## src/rtl/alu_pkg.sv

```systemverilog
// Shared definitions for the 4-bit ALU self-test: opcodes, flag bit
// positions and the sweeper FSM state encoding.
package alu_pkg;

  localparam logic [2:0] OP_ADD = 3'b000;
  localparam logic [2:0] OP_SUB = 3'b001;
  localparam logic [2:0] OP_NOT = 3'b010;
  localparam logic [2:0] OP_AND = 3'b011;
  localparam logic [2:0] OP_OR  = 3'b100;
  localparam logic [2:0] OP_XOR = 3'b101;
  localparam logic [2:0] OP_LT  = 3'b110;
  localparam logic [2:0] OP_EQ  = 3'b111;

  localparam int FLAG_OV = 2;
  localparam int FLAG_C  = 1;
  localparam int FLAG_Z  = 0;

  localparam int         VEC_W    = 11;
  localparam logic [10:0] LAST_IDX = 11'h7FF;

  typedef enum logic [1:0] {
    ST_IDLE   = 2'd0,
    ST_SETTLE = 2'd1,
    ST_CHECK  = 2'd2,
    ST_DONE   = 2'd3
  } state_t;

endpackage

```

## src/rtl/alu_ref_model.sv

```systemverilog
// Combinational golden model of the 4-bit ALU: {op,a,b} -> expected result
// and {overflow, carry, zero}.
module alu_ref_model
  import alu_pkg::*;
(
  input  logic [2:0] i_op,
  input  logic [3:0] i_a,
  input  logic [3:0] i_b,
  output logic [3:0] o_exp_result,
  output logic [2:0] o_exp_flags
);

  logic [4:0] w_sum;
  logic [3:0] w_res;
  logic       w_ov;
  logic       w_c;

  always_comb begin
    w_sum = '0;
    w_res = '0;
    w_ov  = 1'b0;
    w_c   = 1'b0;
    case (i_op)
      OP_ADD: begin
        w_sum = {1'b0, i_a} + {1'b0, i_b};
        w_res = w_sum[3:0];
        w_c   = w_sum[4];
        w_ov  = (i_a[3] == i_b[3]) && (w_res[3] != i_a[3]);
      end
      OP_SUB: begin
        // carry is the 5-bit carry-out of a + ~b + 1 (1 means no borrow)
        w_sum = {1'b0, i_a} + {1'b0, ~i_b} + 5'd1;
        w_res = w_sum[3:0];
        w_c   = w_sum[4];
        w_ov  = (i_a[3] != i_b[3]) && (w_res[3] != i_a[3]);
      end
      OP_NOT:  w_res = ~i_a;
      OP_AND:  w_res = i_a & i_b;
      OP_OR:   w_res = i_a | i_b;
      OP_XOR:  w_res = i_a ^ i_b;
      OP_LT:   w_res = {3'b000, ($signed(i_a) < $signed(i_b))};
      OP_EQ:   w_res = {3'b000, (i_a == i_b)};
      default: w_res = '0;
    endcase
  end

  assign o_exp_result         = w_res;
  assign o_exp_flags[FLAG_OV] = w_ov;
  assign o_exp_flags[FLAG_C]  = w_c;
  assign o_exp_flags[FLAG_Z]  = (w_res == 4'd0);

endmodule

```

## src/rtl/alu_sweeper.sv

```systemverilog
// Walks all 2048 {op,a,b} vectors into the ALU under test, compares each
// response with the golden model and reports pass, error count, first failure.
module alu_sweeper
  import alu_pkg::*;
#(
  parameter int SETTLE = 1
) (
  input  logic        clk,
  input  logic        rst_n,
  input  logic        start,
  input  logic        stop_on_err,
  output logic        en,
  output logic [2:0]  op,
  output logic [3:0]  a,
  output logic [3:0]  b,
  input  logic [3:0]  result,
  input  logic [2:0]  flags,
  output logic        busy,
  output logic        done,
  output logic        pass,
  output logic [11:0] err_cnt,
  output logic [10:0] fail_vec
);

  localparam logic [15:0] SETTLE_LAST = 16'(SETTLE - 1);

  state_t      r_state;
  logic [10:0] r_idx;
  logic [15:0] r_settle_cnt;
  logic        r_stop;
  logic        r_en;
  logic        r_busy;
  logic        r_done;
  logic        r_pass;
  logic [11:0] r_err_cnt;
  logic [10:0] r_fail_vec;

  logic [3:0]  w_exp_result;
  logic [2:0]  w_exp_flags;
  logic        w_mismatch;
  logic [11:0] w_err_next;

  alu_ref_model u_ref (
    .i_op         (r_idx[10:8]),
    .i_a          (r_idx[7:4]),
    .i_b          (r_idx[3:0]),
    .o_exp_result (w_exp_result),
    .o_exp_flags  (w_exp_flags)
  );

  assign w_mismatch = ({result, flags} != {w_exp_result, w_exp_flags});
  assign w_err_next = r_err_cnt + {11'd0, w_mismatch};

  always_ff @(posedge clk) begin
    if (!rst_n) begin
      r_state      <= ST_IDLE;
      r_idx        <= '0;
      r_settle_cnt <= '0;
      r_stop       <= 1'b0;
      r_en         <= 1'b0;
      r_busy       <= 1'b0;
      r_done       <= 1'b0;
      r_pass       <= 1'b0;
      r_err_cnt    <= '0;
      r_fail_vec   <= '0;
    end else begin
      case (r_state)
        ST_IDLE, ST_DONE: begin
          if (start) begin
            r_state      <= ST_SETTLE;
            r_idx        <= '0;
            r_settle_cnt <= '0;
            r_stop       <= stop_on_err;
            r_en         <= 1'b1;
            r_busy       <= 1'b1;
            r_done       <= 1'b0;
            r_pass       <= 1'b0;
            r_err_cnt    <= '0;
            r_fail_vec   <= '0;
          end
        end
        ST_SETTLE: begin
          if (r_settle_cnt == SETTLE_LAST) begin
            r_settle_cnt <= '0;
            r_state      <= ST_CHECK;
          end else begin
            r_settle_cnt <= r_settle_cnt + 16'd1;
          end
        end
        ST_CHECK: begin
          r_err_cnt <= w_err_next;
          if (w_mismatch && (r_err_cnt == 12'd0)) begin
            r_fail_vec <= r_idx;
          end
          // on the last vector or a stopping mismatch, op/a/b stay put
          if ((r_idx == LAST_IDX) || (w_mismatch && r_stop)) begin
            r_state <= ST_DONE;
            r_en    <= 1'b0;
            r_busy  <= 1'b0;
            r_done  <= 1'b1;
            r_pass  <= (w_err_next == 12'd0);
          end else begin
            r_idx   <= r_idx + 11'd1;
            r_state <= ST_SETTLE;
          end
        end
        default: r_state <= ST_IDLE;
      endcase
    end
  end

  assign en       = r_en;
  assign op       = r_idx[10:8];
  assign a        = r_idx[7:4];
  assign b        = r_idx[3:0];
  assign busy     = r_busy;
  assign done     = r_done;
  assign pass     = r_pass;
  assign err_cnt  = r_err_cnt;
  assign fail_vec = r_fail_vec;

endmodule

```

## config.mk

```make
export PLATFORM = sky130hd
export DESIGN_NAME = alu_sweeper
export DESIGN_NICKNAME = d
export VERILOG_FILES = /design/src/rtl/alu_pkg.sv /design/src/rtl/alu_ref_model.sv /design/src/rtl/alu_sweeper.sv
export SDC_FILE = /design/constraint.sdc
export NUM_CORES = 1
export LEC_CHECK = 0
export CAP_MARGIN = 20
export CORE_UTILIZATION = 45
export DETAILED_ROUTE_END_ITERATION = 16
export GPL_TIMING_DRIVEN = 0
export PLACE_DENSITY_LB_ADDON = 0.15
export SYNTH_ARGS = -nofsm -noshare
export SYNTH_HDL_FRONTEND = slang
export SYNTH_SLANG_ARGS = --single-unit
```

## constraint.sdc

```tcl
create_clock -name clk -period 4.2 [get_ports clk]
set_input_delay 0.42 -clock clk [delete_from_list [all_inputs] [get_ports clk]]
set_output_delay 0.42 -clock clk [all_outputs]
set_load 0.02 [all_outputs]
```

* Word-level counts from Yosys, hierarchy flattened
Cells that the tools add are included.
** Word-level totals
- Output and inout port bits :: 38
- Latch bits :: 0
- ROM bits :: 0
- Bits in registers :: 56
- Memories kept :: 0
- Bits in writable memories :: 0
- Input bits :: 11
** Operators by class
- Divide/modulo/power cells :: 0
- Multiply operators :: 0
- Bitwise gates (word level) :: 5
- $add $sub $neg :: 6
- $lt $le $gt $ge :: 1
- Shifts and indexed selects :: 0
- Equality and inequality tests :: 22
- Reductions and logical operators :: 21
- Multiplexer cells :: 25
** Operator list (number)
- one-hot mux 11 bit (2 select lines) :: 2
- two-way mux 11 bit :: 3
- two-way mux 16 bit :: 2
- one-hot mux 16 bit (2 select lines) :: 1
- one-hot mux 4 bit (8 select lines) :: 1
- logical NOT 12 bit :: 2
- one-hot mux 12 bit (2 select lines) :: 1
- adder 16 x 1 -> 16 bit, second input constant :: 1
- logical NOT 16 bit :: 1
- adder 12 x 1 -> 12 bit :: 1
- equality test 3 bit, second input constant :: 4
- two-way mux 12 bit :: 1
- adder 11 x 1 -> 11 bit, second input constant :: 1
- equality test 11 bit, second input constant :: 1
- adder 4 x 4 -> 5 bit :: 2
- inequality test 2 bit, second input constant :: 5
- one-hot mux 1 bit (2 select lines) :: 5
- AND reduction 3 bit :: 3
- NOT 4 bit :: 2
- AND reduction 2 bit :: 4
- inequality test 7 bit :: 1
- equality test 3 x 2 -> 1 bit, second input constant :: 2
- two-way mux 2 bit :: 3
- one-hot mux 2 bit (3 select lines) :: 1
- 19 further kinds :: 30

* Depth between registers and ports, before layout
Gate-level depths: netlist of the first run.
- Depth in word-level cells :: 11
- Gate-level depth with buffers :: 24
- Mapped depth without buffers :: 23

* Cells and area by module
Synthesis of the first run repeated with hierarchy kept, for this count alone.
** Unflattened totals
- Cell total of the unflattened synthesis :: 480
- Area total of the unflattened synthesis :: 3783.6 um^2
** By module, submodules not included
- alu_sweeper :: area an instance 3078.0 um^2, times used 1, cells each 385
- alu_ref_model :: area an instance 705.7 um^2, times used 1, cells each 95

* Least setup slack after synthesis of the first run
Ideal clock, no wire load.
- Kind :: register -> register
- From :: register r_idx[7]
- To :: register r_pass, in the netlist pass
- Clock period less this slack :: 4.758 ns
- Path slack :: -0.558 ns
- Buffers on the path :: 2
- Arrival time :: 4.683 ns
- Data required time :: 4.126 ns
- Cell stages (with the launch flop) :: 22
- Library setup time :: 0.074 ns
- Cell sequence :: dfxtp_1 clkbuf_1 inv_1 ha_1 or4_1 a311oi_2 o21ai_1 a221o_1 nor3_1 and2_1 buf_2 inv_1 ha_1 ha_1 and3_1 and3_1 a211o_1 nand2_1 a31oi_1 nor4_1 nand3_1 o21ai_0
** Between the ends
- Longest elaborated chain between the ends :: 10
** Ends and longest elaborated chain
- start, declared :: RTL line alu_sweeper.sv:28 : logic [10:0] r_idx;
- start signal, assigned :: RTL line alu_sweeper.sv:103 : r_idx <= r_idx + 11'd1;
- parallel branches: the longest is 10 deep, another holds adder 12 x 1 -> 12 bit
- end signal, assigned :: RTL line alu_sweeper.sv:101 : r_pass <= (w_err_next == 12'd0);
- end, declared :: RTL line alu_sweeper.sv:34 : logic r_pass;
Several ways; the timed one is not identified. The select of a mux whose other input is x is not followed.
A chain may end at the register's enable or synchronous reset.

* Worst setup path after layout of the first run
- From :: register r_idx[4]
- To :: register r_pass, in the netlist pass
Same word-level chain as after synthesis.

==> flow_summary.yaml, run 1 <==
synth:
  async_flop_share_pct: 0
  synth_area_leaders: "dfxtp_1 (29%), ha_1 (6.5%), nand3_1 (5.4%)"
  yosysUniqueCellTypes: 62
  synth.avg_cell_area_um2: 7.56
  ys.flop_type: "dfxtp_1"
  seq_area_frac_synth_pct: 29.3
  synth_edf_count: 0
  synth_fp_nets: 539
  synth_seq_cells: 56
  synth_area_um2: 3830
  yosysWarningCount: 0
  yosysTopAreaCellShare_pct: 29.3
  synth.largest_area_cell: "dfxtp_1"
  synth_cells: 506
layout:
  diodes: 0
  final_cell_mix: "nand2_1 (54), nor2_1 (53), dfxtp_1 (48), clkdlybuf4s50_1 (48), nand3_1 (40)"
  design_area_um2: 4860
  fin_nets: 608
  final_util_pct: 59.2
  area_growth_pct: 27.1
  layout-drive-gt1-share_pct: 13.2
  layout_commonest_cell: "nand2_1"
timing:
  max_freq_ghz: 0.230
  hold_ws_ns: 0.506
  fin_crit_ns: 4.35
  rsz0062_at_grt: "true"
  worst_slack_ns: -0.151
  setup_viol: 2
  max_slew_margin_pct: 45.8
  hold_viol: 0
  worst_pin_slew_ns: 0.811
  slew_violations: 0
  tns_ns: -0.188
  clock_skew_ns: 0.0158
  fin_crit_sh_pct: 104
setup_path:
  cp.required_ns: 4.45
  worst-setup-path-type: "flip-flop to flip-flop"
  r2r_slack_ns: -0.15
  worstPathMaxFanout: 3
  start_kind: "flip-flop"
  cp-end-kind: "flip-flop"
  cp.arrival_ns: 4.61
placement:
  io_buffer_count: 48
  place_ws_ns: -0.634
  dp_hpwl_mm: 8.08
  placed_area_um2: 4570
  gp_congestion: 0.874
floorplan:
  num_io_pins: 49
  die-area_um2: 8880
  start_util_pct: 46.6
  rows: 33
  die_w_um: 94.2
  die_y_um: 94.2
  fp.coreArea_um2: 8220
cts:
  cts.sinks: 56
  cts_tree: "yes"
  numCtsBuffers: 5
  clockRootBuffer: "clkbuf_8"
  htreeDepth: 2
  clkSlewWorstSetupHoldPaths_ns: 0.10
  clk_path_buf_depth: 2
  postCtsHoldBufs: 0
  clk_latency_ns: 0.33
drt:
  wire_per_inst_um: 16.6
  drc: 0
  dr_total_vias: 4063
  finalWirelength_mm: 11.3
  drtIter0Drc: 250
  dr.pass1.iters: 6
  via_per_inst: 5.97
  antenna_left: 0
run:
  cap_violations: 0
global_routing:
  grt_remaining_overflow: 0
  grt_pass1_vias: 3616
  track_usage_pct: 25.8
  grt_pass1_wl_mm: 18.0
  antenna_found_initial: 0
  grt_max_degree: 19
power_and_ir_drop:
  cellPowerDensity_nw_per_um2: 230
  p_leak_nw: 1.68
  vdd_ir_drop_max_mv: 0.144
outcome:
  status: "finished, violations left"
  violations: "setup timing"
hold_path:
  hold_path.class: "flip-flop to flip-flop"
## critical path: stages, from the launching register on
cell and delay (ns):
dfxtp_4 0.37, clkinvlp_4 0.10, ha_4 0.14, inv_2 0.03, fa_1 0.46, nor2b_1 0.12, o22ai_1 0.07, a221o_1 0.38
a2111oi_4 0.40, nand4bb_1 0.19, o31ai_2 0.11, and2_4 0.22, inv_2 0.04, ha_4 0.16, ha_4 0.16, and3_4 0.17
and3_4 0.18, a211o_1 0.26, nand2_1 0.07, a31oi_2 0.10, nor4_2 0.30, nand3_1 0.13, o21ai_1 0.12
## synth_stat cells (all sizes together), types with 6 or more instances
cell	number
a21oi	14
a22oi	6
a31oi	12
and3	10
buf	8
clkbuf	23
dfxtp	56
ha	20
inv	22
nand2	54
nand3	42
nand4	13
nor2	53
nor3	23
nor4	7
o211ai	14
o21ai	27
or3	7
xnor2	6
xor2	17
## through the flow
step	total power, mW	instances
floorplan	0.725	506
global placement	0.803	659
detailed placement	0.807	659
CTS	1.12	677
global route	1.17	681
finish	1.12	681
## report_power, final
group | total [mW] | switching (mW) | internal (mW)
registers | 0.550 | 0.0128 | 0.537
logic | 0.253 | 0.173 | 0.0801
clock network | 0.314 | 0.195 | 0.119
total | 1.12 | 0.381 | 0.736
## layer usage
layer,wire [um],global-route usage (%),up-vias
li1,-,-,1987
met1,5070,33.2,1907
met2,5360,43.5,139
met3,560,3.96,30
met4,336,9.10,0
met5,0,0,-
## state kept, by name (all words and copies together), names as in the netlist
signal        count
r_settle_cnt     16
err_cnt          12
fail_vec         11
r_idx            11
r_state           2
busy              1
done              1
pass              1
r_stop            1
## area by class of cell
type / count / area, um^2
well taps: 105 / 131
clock inverters: 3 / 21.3
multi-input cells: 397 / 2660
flip-flops and latches: 56 / 1150
repair buffers: 64 / 601
inverters: 22 / 95.1
fillers: 771 / 3350
clock buffers: 5 / 68.8
plain buffers: 29 / 135
## cells by family (layout without fill, tap and decap cells)
kind of cell,Yosys count,after routing,synth area share (%)
compound gates,113,113,20.6
flops,56,56,29.3
simple gates,234,234,30.1
buf+inv,53,123,5.79
fa+ha+maj,22,22,7.59
mux,5,5,1.31
xor+xnor,23,23,5.26
## path summary, 6_finish.rpt
kind | start | to | depth (start not counted)
hold reg to reg | pass$_SDFFE_PN0P_ | pass$_SDFFE_PN0P_ | 2
setup / recovery | r_idx[4]$_SDFFE_PN0P_ | pass$_SDFFE_PN0P_ | 22
setup reg to reg | r_idx[4]$_SDFFE_PN0P_ | pass$_SDFFE_PN0P_ | 22
hold / removal | pass$_SDFFE_PN0P_ | pass$_SDFFE_PN0P_ | 2
## repair_timing
action                     in CTS  in global routing
setup endpoints to repair       6                  4
pin swaps                      15                 11
resized for setup              17                  8
hold endpoints to repair        0                  0
setup buffers                  12                  4
Note: power is estimated with default switching activity, not from simulation.
==> run 2: changes to the inputs <==
--- a/config.mk
+++ b/config.mk
@@ -6,7 +6,8 @@
 export NUM_CORES = 1
 export LEC_CHECK = 0
 export CAP_MARGIN = 20
-export CORE_UTILIZATION = 45
+export CORE_UTILIZATION = 52
+export CTS_BUF_LIST = sky130_fd_sc_hd__clkbuf_2 sky130_fd_sc_hd__clkbuf_4 sky130_fd_sc_hd__clkbuf_8
 export DETAILED_ROUTE_END_ITERATION = 16
 export GPL_TIMING_DRIVEN = 0
 export PLACE_DENSITY_LB_ADDON = 0.15
==> flow_summary.yaml, run 2 (synthesis gave the netlist of run 1 again) <==
global_routing:
  track_usage_pct: 30.1
  grt_pass1_wl_mm: 18.2
  grt_pass1_vias: 3817
  antenna_found_initial: 0
  grt_max_degree: 19
  grt_remaining_overflow: 0
layout:
  layout-drive-gt1-share_pct: 11.3
  fin_cells: 671
  diodes: 0
  final_cell_mix: "nand2_1 (54), nor2_1 (53), dfxtp_1 (48), clkdlybuf4s50_1 (48), nand3_1 (40)"
  largest_reg_flops: 16
  top_register: "r_settle_cnt"
  area_growth_pct: 25.3
  fin_nets: 607
  design_area_um2: 4790
  layout_commonest_cell: "nand2_1"
  fillCellCount: 581
timing:
  worst_pin_slew_ns: 0.762
  slew_violations: 0
  rsz0062_at_grt: "true"
  max_freq_ghz: 0.228
  fin_crit_sh_pct: 105
  hold_ws_ns: 0.486
  fin_crit_ns: 4.39
  clock_skew_ns: 0.0103
  setup_viol: 3
  hold_viol: 0
  max_slew_margin_pct: 49.0
  worst_slack_ns: -0.192
placement:
  io_buffer_count: 48
  place_ws_ns: -0.525
  dp_cells: 650
  dp_hpwl_mm: 8.02
  gp_congestion: 0.910
  placed_area_um2: 4550
floorplan:
  die_w_um: 87.8
  num_io_pins: 49
  rows: 30
  die-area_um2: 7710
  start_util_pct: 55.1
  fp.coreArea_um2: 6940
  die_y_um: 87.8
setup_path:
  cp-end-kind: "flip-flop"
  max_stage_delay_ns: 0.43
  worstReg2RegEnd: "pass$_SDFFE_PN0P_"
  r2r_slack_ns: -0.19
  start_kind: "flip-flop"
  cp.arrival_ns: 4.64
  crit_path_frequent_cell: "ha_4"
  crit_end: "pass$_SDFFE_PN0P_"
  worstPathMaxFanout: 3
  worstRegToRegCells: 22
  r2r_start: "r_idx[4]$_SDFFE_PN0P_"
  setup.worst_path.start: "r_idx[4]$_SDFFE_PN0P_"
  crit_chain: "clkinvlp_4 -> ha_4 -> inv_2 -> fa_1 -> nor2b_1 -> o22ai_1 -> a221o_1 -> a2111oi_4 -> nand4bb_1 -> o31ai_1 -> and2_4 -> inv_2 -> ha_4 -> ha_4 -> and3_4 -> and3_4 -> a211o_1 -> nand2_1 -> a31oi_1 -> nor4_2 -> nand3_1 -> o21ai_1"
  cp.required_ns: 4.45
  worst-setup-path-type: "flip-flop to flip-flop"
  slowest_stage: "a2111oi_4"
power_and_ir_drop:
  vdd_ir_drop_max_mv: 0.162
  p_int_uw: 734
  p_clk_share_pct: 28.0
  power_frac_seq_pct: 49.6
  pwr-share-comb_pct: 22.5
  power_switching_uw: 373
  swShare_pct: 33.7
  cellPowerDensity_nw_per_um2: 231
  p_leak_nw: 1.67
cts:
  clk_path_buf_depth: 2
  cts.sinks: 56
  htreeDepth: 2
  numCtsBuffers: 5
  clk_latency_ns: 0.32
  clkSlewWorstSetupHoldPaths_ns: 0.10
  clockRootBuffer: "clkbuf_8"
  cts_tree: "yes"
drt:
  drtIter0Drc: 355
  finalWirelength_mm: 11.1
  dr_total_vias: 4047
  drc: 0
  dr.pass1.iters: 5
  wire_per_inst_um: 16.5
  antenna_left: 0
  via_per_inst: 6.03
outcome:
  status: "finished, violations left"
  violations: "setup timing"
hold_path:
  hold_path.class: "flip-flop to flip-flop"
  min-delay-start: "pass$_SDFFE_PN0P_"
run:
  cap_violations: 0
[run 2: changes by cell type in the layout (fill, tap and decap cells not counted), sizes merged]
cell / change
buf: -1
clkinvlp: -1
inv: +1
[run 2: worst min-delay path by stage]
stage                                   end  slack (ns)  cells after the start
3_5_place_dp              pass$_SDFFE_PN0P_        0.47                      2
4_1_cts                   pass$_SDFFE_PN0P_        0.49                      2
3_3_place_gp   r_settle_cnt[1]$_SDFFE_PN0P_        0.47                      2
5_1_grt                   pass$_SDFFE_PN0P_        0.51                      2
6_report                  pass$_SDFFE_PN0P_        0.49                      2
2_1_floorplan  r_settle_cnt[1]$_SDFFE_PN0P_        0.46                      2
[run 2: final cells by class]
| type | count | area [um^2] | share of cell area [%] |
|---|---|---|---|
| Multi-Input combinational cell | 397 | 2610 | 54.5 |
| Sequential cell | 56 | 1150 | 24.0 |
| Timing Repair Buffer | 62 | 586 | 12.2 |
| Buffer | 30 | 146 | 3.05 |
| Tap cell | 96 | 120 | 2.51 |
| Inverter | 22 | 91.3 | 1.91 |
| Clock buffer | 5 | 68.8 | 1.44 |
| Clock inverter | 3 | 21.3 | 0.444 |
[run 2: per-stage QoR]
stage | total power [mW] | util (%) | setup TNS (ns)
floorplan | 0.725 | - | -0.0531
global placement | 0.800 | 65.6 | -1.46
detailed placement | 0.803 | 65.6 | -2.02
CTS | 1.11 | 68.9 | -0.289
global route | 1.16 | 69.0 | -1.01
finish | 1.11 | 69.0 | -0.333
[run 2: power groups by stage]
stage                     registers [mW]  clock network, mW  logic, mW
final                              0.549              0.310      0.249
after global routing               0.551              0.330      0.274
after CTS                          0.549              0.316      0.245
after detailed placement           0.562                  0      0.242
after global placement             0.561                  0      0.238
after floorplan                    0.562                  0      0.163
[run 2: critical path: cells and delay by family, from the launching register on]
kind            cells  cell delay [ns]
flops               1             0.38
fa+ha+maj           4             0.92
simple gates        8             1.33
buf+inv             3             0.23
compound gates      7             1.47
[run 2: what timing repair did]
action | CTS | global route
setup endpoints to repair | 7 | 7
pin swaps | 12 | 1
setup buffers | 14 | 0
gates resized for setup | 11 | 5
hold buffers | 0 | 0
[run 2: layer usage]
layer | up-vias | routed length [um] | GRT usage (%)
li1 | 1974 | - | -
met1 | 1897 | 4800 | 37.8
met2 | 143 | 5270 | 52.1
met3 | 33 | 616 | 3.77
met4 | 0 | 362 | 12.4
met5 | - | 0 | 0
==> run 3: changes to the inputs <==
--- a/config.mk
+++ b/config.mk
@@ -5,6 +5,7 @@
 export SDC_FILE = /design/constraint.sdc
 export NUM_CORES = 1
 export LEC_CHECK = 0
+export ABC_AREA = 1
 export CAP_MARGIN = 20
 export CORE_UTILIZATION = 52
 export CTS_BUF_LIST = sky130_fd_sc_hd__clkbuf_2 sky130_fd_sc_hd__clkbuf_4 sky130_fd_sc_hd__clkbuf_8
==> flow_summary.yaml, run 3 <==
placement:
  dp_hpwl_mm: 7.21
  placed_area_um2: 4400
  io_buffer_count: 47
  dp_cells: 717
  gp_congestion: 0.903
cts:
  htreeDepth: 2
  cts_tree: "yes"
  cts.sinks: 56
  clockRootBuffer: "clkbuf_8"
  clkSlewWorstSetupHoldPaths_ns: 0.10
  clk_latency_ns: 0.31
  numCtsBuffers: 5
  clk_path_buf_depth: 2
global_routing:
  grt_remaining_overflow: 0
  antenna_found_initial: 0
  grt_pass1_vias: 3587
  track_usage_pct: 26.0
  grt_pass1_wl_mm: 15.9
  grt_max_degree: 16
timing:
  hold_viol: 0
  clock_skew_ns: 0.00840
  fin_crit_ns: 3.85
  setup_viol: 0
  worst_pin_slew_ns: 0.766
  max_freq_ghz: 0.260
  fin_crit_sh_pct: 91.7
  max_slew_margin_pct: 48.6
  slew_violations: 0
synth:
  synth_seq_cells: 56
  synth.avg_cell_area_um2: 6.64
  yosysUniqueCellTypes: 44
  synth_area_um2: 3810
  synth_cells: 574
  seq_area_frac_synth_pct: 29.4
  yosysTopAreaCellShare_pct: 29.4
  synth_fp_nets: 607
  synth_area_leaders: "dfxtp_1 (29%), nand2_1 (13%), nor2_1 (8.9%)"
  synth.largest_area_cell: "dfxtp_1"
  synth_edf_count: 0
  yosysMostFrequentCell: "nand2_1"
  async_flop_share_pct: 0
  synth_common_cells: "nand2_1 (127), nor2_1 (90), inv_1 (62)"
  yosysWarningCount: 0
  ys.flop_type: "dfxtp_1"
layout:
  layout-drive-gt1-share_pct: 9.39
  largest_reg_flops: 16
  fillCellCount: 676
  area_growth_pct: 19.2
  register_area_um2: 1130
  top_register: "r_settle_cnt"
  fin_cells: 724
  fin_nets: 662
  design_area_um2: 4550
  layout_commonest_cell: "nand2_1"
  diodes: 0
  multi_input_area_um2: 2320
  final_cell_mix: "nand2_1 (127), nor2_1 (89), inv_1 (61)"
setup_path:
  slowest_stage: "fa_1"
  worstPathMaxFanout: 8
  worst-setup-path-type: "flip-flop to flip-flop"
  max_stage_delay_ns: 0.38
  cp.required_ns: 4.43
  start_kind: "flip-flop"
  crit_path_frequent_cell: "nand2_1"
  cp-end-kind: "flip-flop"
  cp.arrival_ns: 4.08
drt:
  via_per_inst: 5.27
  dr_total_vias: 3819
  drtIter0Drc: 196
  finalWirelength_mm: 9.41
  dr.pass1.iters: 4
  antenna_left: 0
  wire_per_inst_um: 13.0
  drc: 0
power_and_ir_drop:
  swShare_pct: 36.4
  power_switching_uw: 534
  pwr-share-comb_pct: 35.6
  power_frac_seq_pct: 40.9
  p_leak_nw: 1.88
  p_clk_share_pct: 23.5
  cellPowerDensity_nw_per_um2: 323
  p_int_uw: 933
  vdd_ir_drop_max_mv: 0.177
hold_path:
  hold_path.class: "flip-flop to flip-flop"
floorplan:
  num_io_pins: 49
  die_w_um: 87.6
  start_util_pct: 54.9
  rows: 30
  die_y_um: 87.6
  die-area_um2: 7680
  fp.coreArea_um2: 6940
run:
  cap_violations: 0
outcome:
  status: "complete, no violations"
run 3: power groups by stage:
stage	combinational (mW)	clock (mW)	sequential, mW
3_3_place_gp	0.508	0	0.610
3_5_place_dp	0.515	0	0.610
2_1_floorplan	0.333	0	0.636
6_report	0.523	0.344	0.600
5_1_grt	0.585	0.374	0.605
4_1_cts	0.518	0.355	0.598
run 3: path summary, 6_finish.rpt:
| check | startpoint | end | slack [ns] | cells past startpoint |
|---|---|---|---|---|
| setup reg to reg | r_idx[4]$_SDFFE_PN0P_ | pass$_SDFFE_PN0P_ | 0.35 | 25 |
| hold reg to reg | r_settle_cnt[15]$_SDFFE_PN0P_ | r_settle_cnt[15]$_SDFFE_PN0P_ | 0.47 | 1 |
| hold / removal | r_settle_cnt[15]$_SDFFE_PN0P_ | r_settle_cnt[15]$_SDFFE_PN0P_ | 0.47 | 1 |
| setup / recovery | r_idx[4]$_SDFFE_PN0P_ | pass$_SDFFE_PN0P_ | 0.35 | 25 |
run 3: repair_timing:
action	CTS	global route
hold buffers	0	0
setup buffers	0	1
pin swaps	0	1
setup endpoints to repair	1	1
resized for setup	1	14
run 3: kinds of logic after synthesis:
group,count (synthesis),share of synthesized area (%)
xor+xnor,11,2.53
buf+inv,86,10.4
fa+ha+maj,22,7.61
flops,56,29.4
simple gates,319,38.3
compound gates,80,11.8
run 3: through the flow:
| stage | setup slack (ns) | hold slack [ns] | setup TNS, ns | utilization (%) | power [mW] |
|---|---|---|---|---|---|
| 5_1_grt | -0.0388 | 0.511 | -0.0388 | 65.5 | 1.56 |
| 3_3_place_gp | 0.0520 | 0.450 | 0 | 63.4 | 1.12 |
| 6_report | 0.349 | 0.473 | 0 | 65.5 | 1.47 |
| 2_1_floorplan | 0.398 | 0.423 | 0 | - | 0.968 |
| 4_1_cts | 0.109 | 0.482 | 0 | 64.9 | 1.47 |
| 3_5_place_dp | 0.0183 | 0.466 | 0 | 63.4 | 1.12 |
run 3: cell type report:
type | instances | area share, %
clock buffers | 5 | 1.51
flip-flops and latches | 56 | 24.9
inverters | 69 | 6.03
clock inverters | 1 | 0.660
repair buffers | 48 | 10.5
plain buffers | 17 | 2.72
multi-input cells | 432 | 51.0
well taps | 96 | 2.64
run 3: per-layer routing:
| metal | wire [um] | GRT usage, % | up-vias | part of all wire (%) |
|---|---|---|---|---|
| li1 | - | - | 1965 | - |
| met1 | 4360 | 33.4 | 1732 | 46 |
| met2 | 4430 | 45.3 | 107 | 47 |
| met3 | 505 | 3.49 | 15 | 5.4 |
| met4 | 119 | 8.35 | 0 | 1.3 |
| met5 | 0 | 0 | - | 0 |
run 3: worst max-delay path: cells and delay by family, from the launching register on:
family                     cells  cell delay [ns]
buffers and inverters          3             0.22
adders and majority gates      4             0.92
xor gates and xnor gates       1             0.15
AOI/OAI and AO/OA              1             0.16
DFF                            1             0.36
and+or+nand+nor               16             1.95
